## config.mk

```make
export PLATFORM = sky130hd
export DESIGN_NAME = writeback_buffer_flat
export DESIGN_NICKNAME = d
export VERILOG_FILES = /design/src/rtl/writeback_buffer_pkg.sv /design/src/rtl/writeback_buffer_if.sv /design/src/rtl/wb_dual_push_fifo.sv /design/src/rtl/writeback_buffer.sv /design/src/flat_wrapper.sv
export SDC_FILE = /design/constraint.sdc
export NUM_CORES = 1
export LEC_CHECK = 0
export ABC_CLOCK_PERIOD_IN_PS = 4500
export CAP_MARGIN = 20
export CORE_MARGIN = 2
export CORE_UTILIZATION = 40
export CTS_BUF_LIST = sky130_fd_sc_hd__clkbuf_8 sky130_fd_sc_hd__clkbuf_16
export CTS_CLUSTER_SIZE = 8
export DETAILED_ROUTE_END_ITERATION = 16
export PLACE_DENSITY = 0.71
export SLEW_MARGIN = 10
export SYNTH_ARGS = -nofsm -noshare
export SYNTH_HDL_FRONTEND = slang
export SYNTH_HIERARCHICAL = 1
export SYNTH_SLANG_ARGS = --single-unit
```

## constraint.sdc

```tcl
create_clock -name clk -period 4.5 [get_ports clk]
set_input_delay 0.9 -clock clk [delete_from_list [all_inputs] [get_ports clk]]
set_output_delay 0.9 -clock clk [all_outputs]
set_load 0.01 [all_outputs]
```

## src/rtl/writeback_buffer_pkg.sv

```systemverilog
// rtl/writeback_buffer_pkg.sv - shared types and forwarding search helper for the writeback buffer
package writeback_pkg;

    localparam int DATA_W = 16;
    localparam int ADDR_W = 4;

    typedef struct packed {
        logic [ADDR_W-1:0] dst;
        logic [DATA_W-1:0] data;
    } wb_entry_t;

    typedef struct packed {
        logic              hit;
        logic [DATA_W-1:0] data;
    } fwd_t;

    // Fold one candidate into the running search; callers visit candidates oldest first,
    // so the last match seen (the youngest) wins.
    function automatic fwd_t fwd_step(input fwd_t acc, input logic valid,
                                      input wb_entry_t e, input logic [ADDR_W-1:0] idx);
        fwd_t r;
        r = acc;
        if (valid && (e.dst == idx)) begin
            r.hit  = 1'b1;
            r.data = e.data;
        end
        return r;
    endfunction

endpackage

```

## src/rtl/writeback_buffer_if.sv

```systemverilog
// rtl/writeback_buffer_if.sv - producer, register file write and forwarding signals of the writeback buffer
interface writeback_buffer_if #(
    parameter int DEPTH = 4
);
    import writeback_pkg::*;

    localparam int CNT_W = $clog2(DEPTH + 1);

    logic              alu_valid;
    logic [ADDR_W-1:0] alu_reg;
    logic [DATA_W-1:0] alu_data;
    logic              mem_valid;
    logic [ADDR_W-1:0] mem_reg;
    logic [DATA_W-1:0] mem_data;
    logic              in_ready;
    logic              wr_en;
    logic [ADDR_W-1:0] wr_reg;
    logic [DATA_W-1:0] wr_data;
    logic [ADDR_W-1:0] rd_a_reg;
    logic [ADDR_W-1:0] rd_b_reg;
    logic              fwd_a_hit;
    logic [DATA_W-1:0] fwd_a_data;
    logic              fwd_b_hit;
    logic [DATA_W-1:0] fwd_b_data;
    logic [CNT_W-1:0]  count;
    logic              overflow;

    modport slave (
        input  alu_valid, alu_reg, alu_data, mem_valid, mem_reg, mem_data, rd_a_reg, rd_b_reg,
        output in_ready, wr_en, wr_reg, wr_data, fwd_a_hit, fwd_a_data, fwd_b_hit, fwd_b_data,
               count, overflow
    );

    modport master (
        output alu_valid, alu_reg, alu_data, mem_valid, mem_reg, mem_data, rd_a_reg, rd_b_reg,
        input  in_ready, wr_en, wr_reg, wr_data, fwd_a_hit, fwd_a_data, fwd_b_hit, fwd_b_data,
               count, overflow
    );

endinterface

```

## src/rtl/wb_dual_push_fifo.sv

```systemverilog
// rtl/wb_dual_push_fifo.sv - queue of writeback entries with two ordered pushes and one pop per cycle
module wb_dual_push_fifo
    import writeback_pkg::*;
#(
    parameter int  DEPTH = 4,
    localparam int PTR_W = $clog2(DEPTH),
    localparam int CNT_W = $clog2(DEPTH + 1)
) (
    input  logic             clk,
    input  logic             rst_n,
    input  logic             push0_valid,
    input  wb_entry_t        push0_entry,
    input  logic             push1_valid,
    input  wb_entry_t        push1_entry,
    input  logic             pop,
    output wb_entry_t        entries [DEPTH],
    output logic [DEPTH-1:0] valid_mask,
    output logic [PTR_W-1:0] head,
    output logic [CNT_W-1:0] count
);

    logic [PTR_W-1:0] tail;
    logic [PTR_W-1:0] tail_p1;
    logic             pop_eff;
    logic [1:0]       n_push;
    wb_entry_t        mem [DEPTH];

    assign pop_eff = pop && (count != '0);
    assign n_push  = {1'b0, push0_valid} + {1'b0, push1_valid};
    assign tail_p1 = tail + PTR_W'(1);

    always_ff @(posedge clk or negedge rst_n) begin
        if (!rst_n) begin
            head  <= '0;
            tail  <= '0;
            count <= '0;
        end else begin
            if (pop_eff) begin
                head <= head + PTR_W'(1);
            end
            tail  <= tail + PTR_W'(n_push);
            count <= count + CNT_W'(n_push) - CNT_W'(pop_eff);
        end
    end

    // push0 always lands first so it is the older of a same-cycle pair
    always_ff @(posedge clk) begin
        if (push0_valid) begin
            mem[tail] <= push0_entry;
            if (push1_valid) begin
                mem[tail_p1] <= push1_entry;
            end
        end else if (push1_valid) begin
            mem[tail] <= push1_entry;
        end
    end

    always_comb begin
        logic [PTR_W-1:0] off;
        off        = '0;
        valid_mask = '0;
        for (int s = 0; s < DEPTH; s++) begin
            off           = PTR_W'(s) - head;
            valid_mask[s] = CNT_W'(off) < count;
        end
    end

    assign entries = mem;

endmodule

```

## src/rtl/writeback_buffer.sv

```systemverilog
// rtl/writeback_buffer.sv - queues ALU and load results, writes the register file and forwards pending values
module writeback_buffer
    import writeback_pkg::*;
#(
    parameter int DEPTH = 4
) (
    input logic               clk,
    input logic               rst_n,
    writeback_buffer_if.slave bus
);

    localparam int PTR_W = $clog2(DEPTH);
    localparam int CNT_W = $clog2(DEPTH + 1);

    wb_entry_t         entries [DEPTH];
    logic [DEPTH-1:0]  valid_mask;
    logic [PTR_W-1:0]  head;
    logic [CNT_W-1:0]  count;
    logic              in_ready;
    logic              pop;
    logic              wr_en;
    logic [ADDR_W-1:0] wr_reg;
    logic [DATA_W-1:0] wr_data;
    logic              overflow;
    fwd_t              fa;
    fwd_t              fb;

    // Two free slots are required so a dual push never depends on the same-cycle pop
    assign in_ready = count <= CNT_W'(DEPTH - 2);
    assign pop      = count != '0;

    wb_dual_push_fifo #(.DEPTH(DEPTH)) u_fifo (
        .clk         (clk),
        .rst_n       (rst_n),
        .push0_valid (bus.mem_valid & in_ready),
        .push0_entry ('{dst: bus.mem_reg, data: bus.mem_data}),
        .push1_valid (bus.alu_valid & in_ready),
        .push1_entry ('{dst: bus.alu_reg, data: bus.alu_data}),
        .pop         (pop),
        .entries     (entries),
        .valid_mask  (valid_mask),
        .head        (head),
        .count       (count)
    );

    always_ff @(posedge clk or negedge rst_n) begin
        if (!rst_n) begin
            wr_en    <= 1'b0;
            wr_reg   <= '0;
            wr_data  <= '0;
            overflow <= 1'b0;
        end else begin
            wr_en <= pop;
            if (pop) begin
                wr_reg  <= entries[head].dst;
                wr_data <= entries[head].data;
            end
            if (!in_ready && (bus.alu_valid || bus.mem_valid)) begin
                overflow <= 1'b1;
            end
        end
    end

    // Output stage is visited first so any queued match overrides it
    always_comb begin
        logic [PTR_W-1:0] slot;
        slot = '0;
        fa   = '0;
        fb   = '0;
        fa   = fwd_step(fa, wr_en, '{dst: wr_reg, data: wr_data}, bus.rd_a_reg);
        fb   = fwd_step(fb, wr_en, '{dst: wr_reg, data: wr_data}, bus.rd_b_reg);
        for (int i = 0; i < DEPTH; i++) begin
            slot = head + PTR_W'(i);
            fa   = fwd_step(fa, valid_mask[slot], entries[slot], bus.rd_a_reg);
            fb   = fwd_step(fb, valid_mask[slot], entries[slot], bus.rd_b_reg);
        end
    end

    assign bus.in_ready   = in_ready;
    assign bus.wr_en      = wr_en;
    assign bus.wr_reg     = wr_reg;
    assign bus.wr_data    = wr_data;
    assign bus.fwd_a_hit  = fa.hit;
    assign bus.fwd_a_data = fa.data;
    assign bus.fwd_b_hit  = fb.hit;
    assign bus.fwd_b_data = fb.data;
    assign bus.count      = count;
    assign bus.overflow   = overflow;

endmodule

```

## src/flat_wrapper.sv

```systemverilog
// flat-port wrapper written by rule: the top's interface ports become plain ports
module writeback_buffer_flat import writeback_pkg::*;
#(
    parameter int DEPTH = 4
)
  (clk, rst_n, bus_alu_valid, bus_alu_reg, bus_alu_data, bus_mem_valid, bus_mem_reg, bus_mem_data, bus_rd_a_reg, bus_rd_b_reg, bus_in_ready, bus_wr_en, bus_wr_reg, bus_wr_data, bus_fwd_a_hit, bus_fwd_a_data, bus_fwd_b_hit, bus_fwd_b_data, bus_count, bus_overflow);
  writeback_buffer_if #(.DEPTH(DEPTH)) bus_i ();
  input logic clk;
  input logic rst_n;
  input wire logic [$bits(bus_i.alu_valid)-1:0] bus_alu_valid;
  input wire logic [$bits(bus_i.alu_reg)-1:0] bus_alu_reg;
  input wire logic [$bits(bus_i.alu_data)-1:0] bus_alu_data;
  input wire logic [$bits(bus_i.mem_valid)-1:0] bus_mem_valid;
  input wire logic [$bits(bus_i.mem_reg)-1:0] bus_mem_reg;
  input wire logic [$bits(bus_i.mem_data)-1:0] bus_mem_data;
  input wire logic [$bits(bus_i.rd_a_reg)-1:0] bus_rd_a_reg;
  input wire logic [$bits(bus_i.rd_b_reg)-1:0] bus_rd_b_reg;
  output wire logic [$bits(bus_i.in_ready)-1:0] bus_in_ready;
  output wire logic [$bits(bus_i.wr_en)-1:0] bus_wr_en;
  output wire logic [$bits(bus_i.wr_reg)-1:0] bus_wr_reg;
  output wire logic [$bits(bus_i.wr_data)-1:0] bus_wr_data;
  output wire logic [$bits(bus_i.fwd_a_hit)-1:0] bus_fwd_a_hit;
  output wire logic [$bits(bus_i.fwd_a_data)-1:0] bus_fwd_a_data;
  output wire logic [$bits(bus_i.fwd_b_hit)-1:0] bus_fwd_b_hit;
  output wire logic [$bits(bus_i.fwd_b_data)-1:0] bus_fwd_b_data;
  output wire logic [$bits(bus_i.count)-1:0] bus_count;
  output wire logic [$bits(bus_i.overflow)-1:0] bus_overflow;
  assign bus_i.alu_valid = bus_alu_valid;
  assign bus_i.alu_reg = bus_alu_reg;
  assign bus_i.alu_data = bus_alu_data;
  assign bus_i.mem_valid = bus_mem_valid;
  assign bus_i.mem_reg = bus_mem_reg;
  assign bus_i.mem_data = bus_mem_data;
  assign bus_i.rd_a_reg = bus_rd_a_reg;
  assign bus_i.rd_b_reg = bus_rd_b_reg;
  assign bus_in_ready = bus_i.in_ready;
  assign bus_wr_en = bus_i.wr_en;
  assign bus_wr_reg = bus_i.wr_reg;
  assign bus_wr_data = bus_i.wr_data;
  assign bus_fwd_a_hit = bus_i.fwd_a_hit;
  assign bus_fwd_a_data = bus_i.fwd_a_data;
  assign bus_fwd_b_hit = bus_i.fwd_b_hit;
  assign bus_fwd_b_data = bus_i.fwd_b_data;
  assign bus_count = bus_i.count;
  assign bus_overflow = bus_i.overflow;
  writeback_buffer #(.DEPTH(DEPTH)) u_core (.clk(clk), .rst_n(rst_n), .bus(bus_i));
endmodule
```

* Word-level counts from Yosys, hierarchy flattened
Index checks and enable logic that the tools add are counted.
Word-level totals: word-level logic and storage cells 119, flip-flop bits (word level) 109
Cells by class: reduce and logical (&&, ||, !) cells 17, bitwise operators 8, magnitude comparators 17, muxes and demuxes 40, add/subtract/negate cells 12, eq/ne operators 10
Operators by type and width (count):
- $bwmux W80 | 3
- $mux W80 | 3
- $mux W20 | 10
- $mux W17 | 10
- $bmux W20 S2 | 4
- $demux W20 S2 | 2
- $eq A4 B4 Y1 | 10
- $ge A3 B3 Y1 const B | 6
- $not A2 Y3 | 6
- $logic_and A1 B1 Y1 | 13
- $lt A2 B3 Y1 | 4
- $lt A2 B3 Y1 const B | 4
- $bmux W1 S2 | 4
- $lt A3 B1 Y1 const B | 2
- $add A2 B1 Y2 const B | 2
- $add A2 B2 Y2 const B | 2
- $mux W1 | 4
- $sub A1 B2 Y2 const A | 2
- $sub A2 B2 Y2 const A | 2
- $add A3 B2 Y3 | 1
- $le A3 B2 Y1 const B | 1
- $reduce_bool A3 Y1 | 1
- $sub A3 B1 Y3 | 1
- $add A1 B1 Y2 | 1
- other kinds (5) | 6

* Logic depth before layout (Yosys ltp)
Gate-level depths: netlist of run 1.
depth after elaboration 10, gate-level depth with buffers 13, mapped depth without buffers 12

* By module
The synthesis of run 1 kept the hierarchy.
Modules (own cells, without submodules):
- writeback_buffer | instances 1, area each 5273.8 µm², cells an instance 678, seq. area each 550.5 µm²
- wb_dual_push_fifo | instances 1, area each 4732.0 µm², cells an instance 336, seq. area each 2577.5 µm²

* Least setup slack after synthesis of run 1
Ideal clock, no wire load.
path type register to output, start point register u_core.u_fifo.head[0], end point output port bus_fwd_b_data[10], arrival 2.896 ns, setup slack 0.704 ns, cell stages (with the launch flop) 13, path buffers 1, path through dfrtp_1 > xor2_1 > inv_1 > ha_1 > a21oi_1 > or2_2 > mux2_2 > o21ai_2 > a2111o_1 > clkbuf_1 > o41ai_1 > a22o_1 > a22o_1
Between the ends: elaborated cells between the ends (all ways) 47
RTL lines:
- start: declaration | RTL line wb_dual_push_fifo.sv:18 | output logic [PTR_W-1:0] head,
- start signal: assignment | RTL line wb_dual_push_fifo.sv:39 | head <= head + PTR_W'(1);
- $sub A2 B2 Y2 (*) | RTL line wb_dual_push_fifo.sv:63 | off = PTR_W'(s) - head;
- $lt A2 B3 Y1 (*) | RTL line wb_dual_push_fifo.sv:64 | valid_mask[s] = CNT_W'(off) < count;
- via u_core.valid_mask[2] | RTL line writeback_buffer.sv:16 | logic [DEPTH-1:0] valid_mask;
- $bmux W1 S2 | RTL line writeback_buffer.sv:75 | fb = fwd_step(fb, valid_mask[slot], entries[slot], bus.rd_b_reg);
- $mux W1 (implied by the code) | RTL line writeback_buffer.sv:75
- $logic_and A1 B1 Y1 | RTL line writeback_buffer_pkg.sv:23 | if (valid && (e.dst == idx)) begin
- $mux W17 (3 in series) | RTL line writeback_buffer_pkg.sv:23
- $mux W17 (*) | RTL line writeback_buffer_pkg.sv:23
- end: declaration | RTL line flat_wrapper.sv:25 | output wire logic [$bits(bus_i.fwd_b_data)-1:0] bus_fwd_b_data;
The timed path passes the listed nets; every way through them passes the cells marked *. The select of a mux whose other input is x is not followed.

* Worst setup path in the final report of run 1
start point register u_core.u_fifo.head[1], end point output port bus_fwd_b_data[3]
The elaborated chain is that of the path after synthesis.

==> results of run 1 <==
-- worst max-delay path, stage by stage (launching register included) --
cell             delay [ns]
dfrtp_4                0.52
xor2_2                 0.15
inv_1                  0.06
ha_1                   0.27
a21oi_1                0.05
or2_2                  0.28
mux2_4                 0.31
or2_4                  0.26
o21ai_4                0.14
buf_12                 0.14
buf_12                 0.09
buf_16                 0.13
o41ai_1                0.09
a22o_1                 0.19
a22o_1                 0.21
clkdlybuf4s15_1        0.24
-- stage by stage --
step / std cells / hold WS [ns]
2_1_floorplan: 1014 / 0.4731
3_3_place_gp: 1416 / 0.4666
3_5_place_dp: 1416 / 0.4698
4_1_cts: 1440 / 0.4938
5_1_grt: 1445 / 0.5281
6_report: 1445 / 0.4861
-- logic make-up after synthesis --
| kind of cell | synth area share (%) |
|---|---|
| muxes | 23.95 |
| AOI/OAI and AO/OA | 21.03 |
| xor gates and xnor gates | 4.364 |
| DFF | 31.26 |
| buffers and inverters | 6.302 |
| adders and majority gates | 1.451 |
| and+or+nand+nor | 11.64 |
-- placed cells by master, fill, tap and decap left out, types with 14 or more instances in the layout --
master           netlist  layout
buf_4                 14      52
a21oi_1               35      30
mux2i_1              188     188
buf_12                 1      16
xor2_1                19      17
a311o_1               15      15
and2_1                32      32
clkdlybuf4s50_1        0      77
o21ai_0               37      36
a22o_1                31      31
nand2_1              138     138
nor2_1                22      22
edfxtp_1              80      80
mux2_2                26      24
clkdlybuf4s15_1        0      18
nor3_1                19      18
xnor2_1               29      29
dfrtp_1               29      27
o41ai_1               15      14
o2bb2ai_1             80      80
-- layout make-up --
cell class | instances | area [sq um] | area share, %
timing repair buffer | 186 | 1966 | 16.11
multi-input combinational | 797 | 6359 | 52.12
clock buffer | 9 | 225.2 | 1.846
clock inverter | 7 | 63.81 | 0.5230
sequential | 109 | 3133 | 25.68
inverter | 13 | 48.80 | 0.4000
tap | 324 | 405.4 | 3.323
-- power by group through the flow --
stage	sequential, mW	combinational, mW	clock [mW]
2_1_floorplan	1.99	5.25	0
3_3_place_gp	2.04	7.66	0
3_5_place_dp	2.07	7.73	0
4_1_cts	2.06	7.88	0.833
5_1_grt	2.13	8.80	0.872
6_report	2.07	8.20	0.824
-- worst min-delay path by stage --
| stage | startpoint | endpoint |
|---|---|---|
| after floorplan | u_core/u_fifo/tail[0] | u_core/u_fifo/tail[0] |
| after global placement | u_core/bus.overflow | u_core/bus.overflow |
| after detailed placement | u_core/bus.overflow | u_core/bus.overflow |
| after CTS | u_core/bus.overflow | u_core/bus.overflow |
| after global routing | u_core/bus.overflow | u_core/bus.overflow |
| final | u_core/bus.overflow | u_core/bus.overflow |
-- per-layer routing --
layer	track usage, %	routed length (microns)
met1	34.57	14530
met2	33.42	12540
met3	3.039	2129
met4	4.545	320
met5	0	0
-- repair_timing --
item	in CTS	in global routing
resized for setup	40	42
pin swaps	1	7
setup buffers	5	4
endpoints found under the setup margin	33	17
gates cloned	3	1
==> summary.md, run 1 <==
| Metric | Value |
|---|---|
| Critical path class | `reg -> out` |
| CTS tree | `yes` |
| Most frequent cell after synthesis | `mux2i_1` |
| Fin. max-slew vios | `0` |
| Post-synth top area share | `24.01%` |
| Vias | `8341` |
| Sw frac | `47.44%` |
| Die height | `162.2 microns` |
| Sequential share of power | `18.6%` |
| # setup viols final | `0` |
| Worst Tran Pin Value | `0.8588 ns` |
| Area after DPL | `11630 sq um` |
| Reg2reg setup slack | `1.30 ns` |
| Fin crit share | `97.72%` |
| TritonRoute pass-1 iters | `5` |
| Synth area leader | `edfxtp_1` |
| Setup_tns | `0 ns` |
| Clk_lat worst skew | `0.37 ns` |
| Post-Syn Instances | `1014` |
| DR DRC count | `0` |
| Drt via density | `5.772` |
| First-pass GRT wire length | `46490 microns` |
| Top post-synthesis cells by count | `188 x mux2i_1, 138 x nand2_1, 80 x edfxtp_1, 80 x o2bb2ai_1, 37 x o21ai_0` |
| Std cell rows | `57` |
| Die width | `162.2 microns` |
| Worst setup path startpoint | `u_core/u_fifo/head[1]` |
| Origin of the critical flop-to-flop path | `u_core/u_fifo/count[0]` |
| DIE AREA | `26300 sq um` |
| Worst R2R Path Depth | `13` |
| Antenna violations before repair | `0` |
| F_max | `0.2274 GHz` |
| Top post-synthesis cells by area | `edfxtp_1 24%, mux2i_1 19%, dfrtp_1 7.3%, o2bb2ai_1 7.0%, nand2_1 5.2%` |
| Worst setup margin | `0.1024 ns` |
| Combinational fraction of design power | `73.9%` |
| Largest net degree at the start of global routing | `65` |
| Routability Congestion | `0.8710` |
| Share of layout cells above drive strength 1 | `16.50%` |
| Final Skew | `0.009490 ns` |
| Finished Cell Area | `12200 sq um` |
| Final Hold Violating Endpoints | `0` |
| Worst-path clk slew | `0.08 ns` |
| Number of fill cells | `2190` |
| Antenna-violating nets left | `0` |
| EDFF count, synth | `80` |
| Total gr overflow | `0` |
| DRT Wirelength | `29510 microns` |
| Syn_nets | `1077` |
| Max-Cap Viols | `0` |
| Slew headroom | `42.54%` |
| Mapped Area | `10010 sq um` |
| Clock root cell | `clkbuf_16` |
| P_int | `5.828 mW` |
| Fin nets | `1179` |
| Initial Util | `40.90%` |
| Req. time, crit path | `3.60 ns` |
| CTS Buf Count | `9` |
| Clk sinks | `109` |
| Ports | `112` |
| #FFs+latches synth | `109` |
| Async SR Flop Fraction | `26.61%` |
| Leak | `4.895 nW` |
| Crit. End Element | `output pin` |
| Area grow syn2layout | `21.93%` |
| Overall Power | `11.09 mW` |
| CP arrival | `3.50 ns` |
| CTS H-Tree Depth | `3` |
| Dominant synthesized flop cell | `edfxtp_1` |
| Placeable core area | `24460 sq um` |
| Syn. warnings | `6` |
| Post-layout min period | `4.398 ns` |
| Worst r2r dst | `u_core/u_fifo/count[2]` |
| Hold crit path type | `reg -> reg` |
| Hold buffers post-CTS | `0` |
| Overall Global Routing Usage | `22.43%` |
| Setup crit end | `bus_fwd_b_data[3]` |
| Critical Path Fanout Max | `15` |
| Wire length per cell | `20.42 microns` |
| DRT iter0 DRCs | `789` |
| Worst VDD drop | `0.3680 mV` |
| Clock Power Share | `7.4%` |
| Syn_area_per_cell | `9.868 sq um` |
| Fin util | `49.87%` |
| Max reg flops | `80` |
| N_diodes | `0` |
| CP startpoint kind | `register` |
| PortBufs | `111` |
| Hpwl dp | `21270 microns` |
| Worst hold path stage count | `1` |
| Status | `finished clean` |
| Clock tree buffer depth | `2` |
| Post-synth cell types | `69` |
| Switch Pwr | `5.261 mW` |
| PD cells | `908.8 nW/um^2` |
| Worst slack, placed | `-0.07384 ns` |
| Sequential fraction of the synthesis area | `31.26%` |
| Vias in the first global route | `7910` |
Note: power is estimated with default switching activity, not from simulation.
==> run 2, diff against run 1 <==
--- a/config.mk
+++ b/config.mk
@@ -7,13 +7,15 @@
 export LEC_CHECK = 0
 export ABC_CLOCK_PERIOD_IN_PS = 4500
 export CAP_MARGIN = 20
+export CELL_PAD_IN_SITES_DETAIL_PLACEMENT = 1
+export CELL_PAD_IN_SITES_GLOBAL_PLACEMENT = 2
 export CORE_MARGIN = 2
-export CORE_UTILIZATION = 40
+export CORE_UTILIZATION = 37
 export CTS_BUF_LIST = sky130_fd_sc_hd__clkbuf_8 sky130_fd_sc_hd__clkbuf_16
 export CTS_CLUSTER_SIZE = 8
 export DETAILED_ROUTE_END_ITERATION = 16
-export PLACE_DENSITY = 0.71
-export SLEW_MARGIN = 10
+export HOLD_SLACK_MARGIN = 0.15
+export PLACE_DENSITY = 0.93
 export SYNTH_ARGS = -nofsm -noshare
 export SYNTH_HDL_FRONTEND = slang
 export SYNTH_HIERARCHICAL = 1
==> run 2 against run 1 <==
Register-to-register slack lost 0.10 ns; non-clock buffer count grew 15; first-iteration DRC count shrank 14%; core utilization shrank 4.0 points; critical path depth is the same; highest routed layer unchanged.
==> summary.md, run 2 (same netlist as run 1, synthesis figures left out) <==
| Metric | Value |
|---|---|
| Placed cell count | `1451` |
| Worst VDD drop | `0.3498 mV` |
| Worst Tran Pin Value | `0.8633 ns` |
| Initial Util | `37.44%` |
| Met2 Resource Use GR | `36.55%` |
| Fin. max-slew vios | `0` |
| Share of layout cells above drive strength 1 | `18.22%` |
| Drt via density | `5.888` |
| Post-layout min period | `4.470 ns` |
| CTS tree | `yes` |
| Routability Congestion | `0.8868` |
| Worst-path clk slew | `0.09 ns` |
| Grt peak-use layer | `met2` |
| Slew headroom | `42.45%` |
| Most common cell after layout, fill and taps aside | `mux2i_1` |
| Clock root cell | `clkbuf_16` |
| Die width | `168.4 microns` |
| Wire length per cell | `22.75 microns` |
| Number of fill cells | `2972` |
| CTS Buf Count | `9` |
| RSZ-0062 raised after global routing | `yes` |
| Leak | `4.924 nW` |
| Setup_tns | `0 ns` |
| GRT met3 Usage | `3.032%` |
| DRT iter0 DRCs | `677` |
| Worst R2R Path Depth | `13` |
| F_max | `0.2237 GHz` |
| Antenna-violating nets left | `0` |
| Clk_lat worst skew | `0.36 ns` |
| Worst hold path stage count | `1` |
| Finished Layout Cells | `1478` |
| DR DRC count | `0` |
| Grt met1 use | `34.56%` |
| Final Skew | `0.01272 ns` |
| Status | `finished clean` |
| Antenna violations before repair | `1` |
| Fin nets | `1194` |
| Critical path class | `reg -> out` |
| CP arrival | `3.57 ns` |
| Clk sinks | `109` |
| Total gr overflow | `0` |
| Area grow syn2layout | `22.65%` |
| Max-Cap Viols | `0` |
| Fin crit share | `99.34%` |
| # setup viols final | `0` |
| CP startpoint kind | `register` |
| Clock tree buffer depth | `2` |
| DRT Wirelength | `33620 microns` |
| PortBufs | `111` |
| PD cells | `928.6 nW/um^2` |
| Hold crit path type | `reg -> reg` |
| CTS H-Tree Depth | `3` |
| First-pass GRT wire length | `52850 microns` |
| DIE AREA | `28370 sq um` |
| Final Hold Violating Endpoints | `0` |
| TritonRoute pass-1 iters | `5` |
| Vias in the first global route | `8800` |
| Die height | `168.4 microns` |
| Max reg flops | `80` |
| Critical Path Fanout Max | `15` |
| Crit. End Element | `output pin` |
| Hpwl dp | `24840 microns` |
| Vias | `8702` |
| Placeable core area | `26730 sq um` |
| Std cell rows | `60` |
| Overall Global Routing Usage | `23.51%` |
| Req. time, crit path | `3.60 ns` |
| Most frequent cells in the layout | `186 x mux2i_1, 138 x nand2_1, 80 x o2bb2ai_1, 80 x edfxtp_1, 77 x clkdlybuf4s50_1` |
| Largest net degree at the start of global routing | `61` |
| Ports | `112` |
[run 2: cell types whose count changed in the layout (fill, tap and decap cells not counted), moves of 2 or more]
cell	before	now
dlygate4sd2_1	6	17
buf_4	52	67
mux2i_1	188	186
clkbuf_2	6	11
inv_8	3	0
buf_12	16	13
mux2i_2	2	4
clkdlybuf4s15_1	18	5
buf_6	1	5
dlymetal6s2s_1	4	1
[run 2: worst max-delay path, cell delays in order (launching register included)]
cell and delay (ns):
dfrtp_4 0.52, xor2_2 0.19, inv_1 0.06, ha_1 0.27, a21oi_1 0.14, or2_4 0.15
mux2_4 0.17, or2_4 0.14, o21ai_4 0.08, buf_12 0.15, buf_12 0.12, buf_16 0.14
o41ai_1 0.43, a22o_1 0.19, a22o_1 0.16, dlygate4sd2_1 0.28
[run 2: through the flow]
stage          util [%]  hold WS (ns)  power [mW]  worst slack [ns]  area [sq um]
2_1_floorplan         -        0.4731       7.231            0.7038         10010
3_3_place_gp      44.00        0.4642       9.863          -0.07561         11760
3_5_place_dp      44.00        0.4689       10.11           -0.1245         11760
4_1_cts           45.78        0.4920       11.19         -0.003517         12230
5_1_grt           45.91        0.5245       12.07          -0.09691         12270
6_report          45.92        0.4837       11.40           0.02984         12270
[run 2: repair_timing]
action | in CTS | in global routing
buffers inserted | 5 | 2
setup endpoints to repair | 33 | 27
pin swaps | 4 | 17
hold buffers | 0 | 0
gates cloned | 3 | 0
gates resized for setup | 47 | 38
[run 2: cell type report]
cell class	count	area, sq um	share of cell area, %
well taps	341	426.7	3.477
clock buffers	9	225.2	1.835
diodes	1	2.502	0.02039
flip-flops and latches	109	3133	25.53
inverters	13	48.80	0.3976
clock inverters	7	88.84	0.7239
multi-input cells	797	6360	51.82
repair buffers	201	1987	16.19
[run 2: power breakdown]
group          internal (mW)  total, mW  switching, mW
registers               1.66       2.09          0.429
logic                   3.77       8.43           4.65
clock network          0.446      0.883          0.437
total                   5.88       11.4           5.52
[run 2: final timing paths]
check | startpoint | to | slack [ns]
setup / recovery | u_core/u_fifo/head[1] | bus_fwd_b_data[13] | 0.03
hold reg to reg | u_core/bus.overflow | u_core/bus.overflow | 0.48
min in group asynchronous | rst_n | u_core/u_fifo/tail[1] | 0.91
hold / removal | u_core/bus.overflow | u_core/bus.overflow | 0.48
max in group asynchronous | rst_n | u_core/u_fifo/head[1] | 3.26
setup reg to reg | u_core/u_fifo/count[2] | u_core/u_fifo/count[2] | 1.20
[run 2: metal layers]
layer  routed length [microns]  vias to the layer above
li1                          -                     4044
met1                     16410                     4343
met2                     14910                      274
met3                      1769                       41
met4                       527                        0
met5                         0                        -
==> run 3, diff against run 2 <==
--- a/config.mk
+++ b/config.mk
@@ -16,6 +16,7 @@
 export DETAILED_ROUTE_END_ITERATION = 16
 export HOLD_SLACK_MARGIN = 0.15
 export PLACE_DENSITY = 0.93
+export SKIP_CTS_REPAIR_TIMING = 1
 export SYNTH_ARGS = -nofsm -noshare
 export SYNTH_HDL_FRONTEND = slang
 export SYNTH_HIERARCHICAL = 1
==> run 3 against run 2 <==
The flow now finishes with violations (negative setup slack); wire length hardly changed; critical path depth is 2 lower; sequential power hardly changed; core utilization is 0.24 points higher; worst setup slack worse by 0.17 ns; die area stayed put; via count is 0.24% lower.
==> summary.md, run 3 (same netlist as run 1, synthesis figures left out) <==
| Metric | Value |
|---|---|
| DRT iter0 DRCs | `690` |
| Die width | `168.4 microns` |
| PortBufs | `111` |
| Vias in the first global route | `8641` |
| Req. time, crit path | `3.60 ns` |
| Vias | `8681` |
| Antenna violations before repair | `1` |
| Share of layout cells above drive strength 1 | `17.23%` |
| Clock tree buffer depth | `2` |
| DRT Wirelength | `33630 microns` |
| Std cell rows | `60` |
| PD cells | `923.5 nW/um^2` |
| Final Skew | `0.01390 ns` |
| Die height | `168.4 microns` |
| Finished Layout Cells | `1474` |
| DR WL met3 | `1680 microns` |
| Max reg flops | `80` |
| # setup viols final | `12` |
| Worst setup margin | `-0.1405 ns` |
| First-pass GRT wire length | `51720 microns` |
| CTS Buf Count | `9` |
| Ports | `112` |
| RSZ-0062 raised after global routing | `yes` |
| Reg2reg setup slack | `1.21 ns` |
| F_max | `0.2155 GHz` |
| Max-Cap Viols | `0` |
| Largest stage delay, worst path | `0.52 ns` |
| Total gr overflow | `0` |
| Top delay family on crit path | `compound AO/OA/AOI/OAI gates` |
| Initial Util | `37.44%` |
| CP startpoint kind | `register` |
| Antenna-violating nets left | `0` |
| DR DRC count | `0` |
| Hold crit path type | `reg -> reg` |
| Leak | `5.172 nW` |
| Finished Cell Area | `12340 sq um` |
| DIE AREA | `28370 sq um` |
| Buf+Inv Stages, Crit Path | `3` |
| Clk_lat worst skew | `0.36 ns` |
| Most frequent cells in the layout | `187 x mux2i_1, 138 x nand2_1, 88 x clkdlybuf4s50_1` |
| Failing checks | `negative setup slack` |
| Worst Tran Pin Value | `0.8510 ns` |
| Critical path class | `reg -> out` |
| TritonRoute pass-1 iters | `5` |
| Crit-path cells | `xor2_2 > inv_1 > ha_1 > a21oi_1 > or2_2 > mux2_2 > o21ai_4 > a2111o_1 > buf_4 > o41ai_1 > a22o_1 > a22o_1 > clkdlybuf4s50_1` |
| Most common cell after layout, fill and taps aside | `mux2i_1` |
| Status | `finished with violations` |
| Area after DPL | `11760 sq um` |
| Hpwl dp | `24840 microns` |
| CTS H-Tree Depth | `3` |
| Routability Congestion | `0.8868` |
| Crit. End Element | `output pin` |
| Overall Global Routing Usage | `22.98%` |
| Fin nets | `1190` |
| Clk sinks | `109` |
| CP arrival | `3.74 ns` |
| Worst-path clk slew | `0.09 ns` |
| Wl on met1 | `16490 microns` |
| Fin crit share | `103.1%` |
| Critical Path Fanout Max | `17` |
| Worst VDD drop | `0.3130 mV` |
| Wire length per cell | `22.81 microns` |
| CTS tree | `yes` |
| Routed wl met2 | `15040 microns` |
| Final Hold Violating Endpoints | `0` |
| CP max-delay cell | `dfrtp_4` |
| Largest net degree at the start of global routing | `66` |
| Clock root cell | `clkbuf_16` |
| Post-layout min period | `4.641 ns` |
| Slew headroom | `43.27%` |
| Area grow syn2layout | `23.28%` |
| Placeable core area | `26730 sq um` |
| DR top layer | `met4` |
| Worst slack, placed | `-0.1245 ns` |
| Drt via density | `5.889` |
| Placed cell count | `1451` |
| Crit path top cell by count | `a22o_1` |
| Fin. max-slew vios | `0` |
run 3: worst reg2reg max path, stage by stage, from the launching register on:
cell and delay [ns]:
dfrtp_1 0.43, buf_4 0.18, a21oi_1 0.30, and2_1 0.44
inv_1 0.23, ha_1 0.36, inv_1 0.06, ha_1 0.28
inv_1 0.06, ha_1 0.13, inv_1 0.05, fa_1 0.38
xor2_1 0.16, xnor2_1 0.12
run 3: path summary, 6_finish.rpt:
| kind | end | depth (start not counted) | startpoint |
|---|---|---|---|
| setup reg to reg | u_core/u_fifo/count[2] | 13 | u_core/u_fifo/count[2] |
| hold reg to reg | u_core/bus.overflow | 1 | u_core/bus.overflow |
| setup / recovery | bus_fwd_b_data[13] | 13 | u_core/u_fifo/head[1] |
| hold / removal | u_core/bus.overflow | 1 | u_core/bus.overflow |
| max in group asynchronous | u_core/u_fifo/head[1] | 2 | rst_n |
| min in group asynchronous | u_core/u_fifo/tail[1] | 2 | rst_n |
run 3: final cells by class:
cell class	count	area [sq um]
Antenna cell	1	2.502
Multi-Input combinational cell	797	6371
Clock inverter	7	88.84
Fill cell	2975	14390
Tap cell	341	426.7
Clock buffer	9	225.2
Sequential cell	109	3133
Inverter	13	48.80
Timing Repair Buffer	197	2039
run 3: through the flow:
step | setup TNS [ns] | power (mW) | utilization [%] | hold WS [ns]
3_5_place_dp | -1.471 | 10.11 | 44.00 | 0.4689
6_report | -1.260 | 11.39 | 46.16 | 0.4835
5_1_grt | -2.670 | 12.05 | 46.15 | 0.5245
2_1_floorplan | 0 | 7.231 | - | 0.4731
3_3_place_gp | -0.4147 | 9.863 | 44.00 | 0.4642
4_1_cts | -5.939 | 11.04 | 45.18 | 0.4920
run 3: routing by layer:
metal  vias to the layer above  track usage (%)
li1                       4048                -
met1                      4345            34.20
met2                       260            35.46
met3                        28            2.938
met4                         0            5.135
met5                         -                0
run 3: power breakdown:
part / internal [mW] / switching (mW) / leakage [nW]
Clock: 0.446 / 0.434 / 0.150
Sequential: 1.66 / 0.428 / 1.09
Combinational: 3.81 / 4.62 / 3.94
Total: 5.91 / 5.48 / 5.17
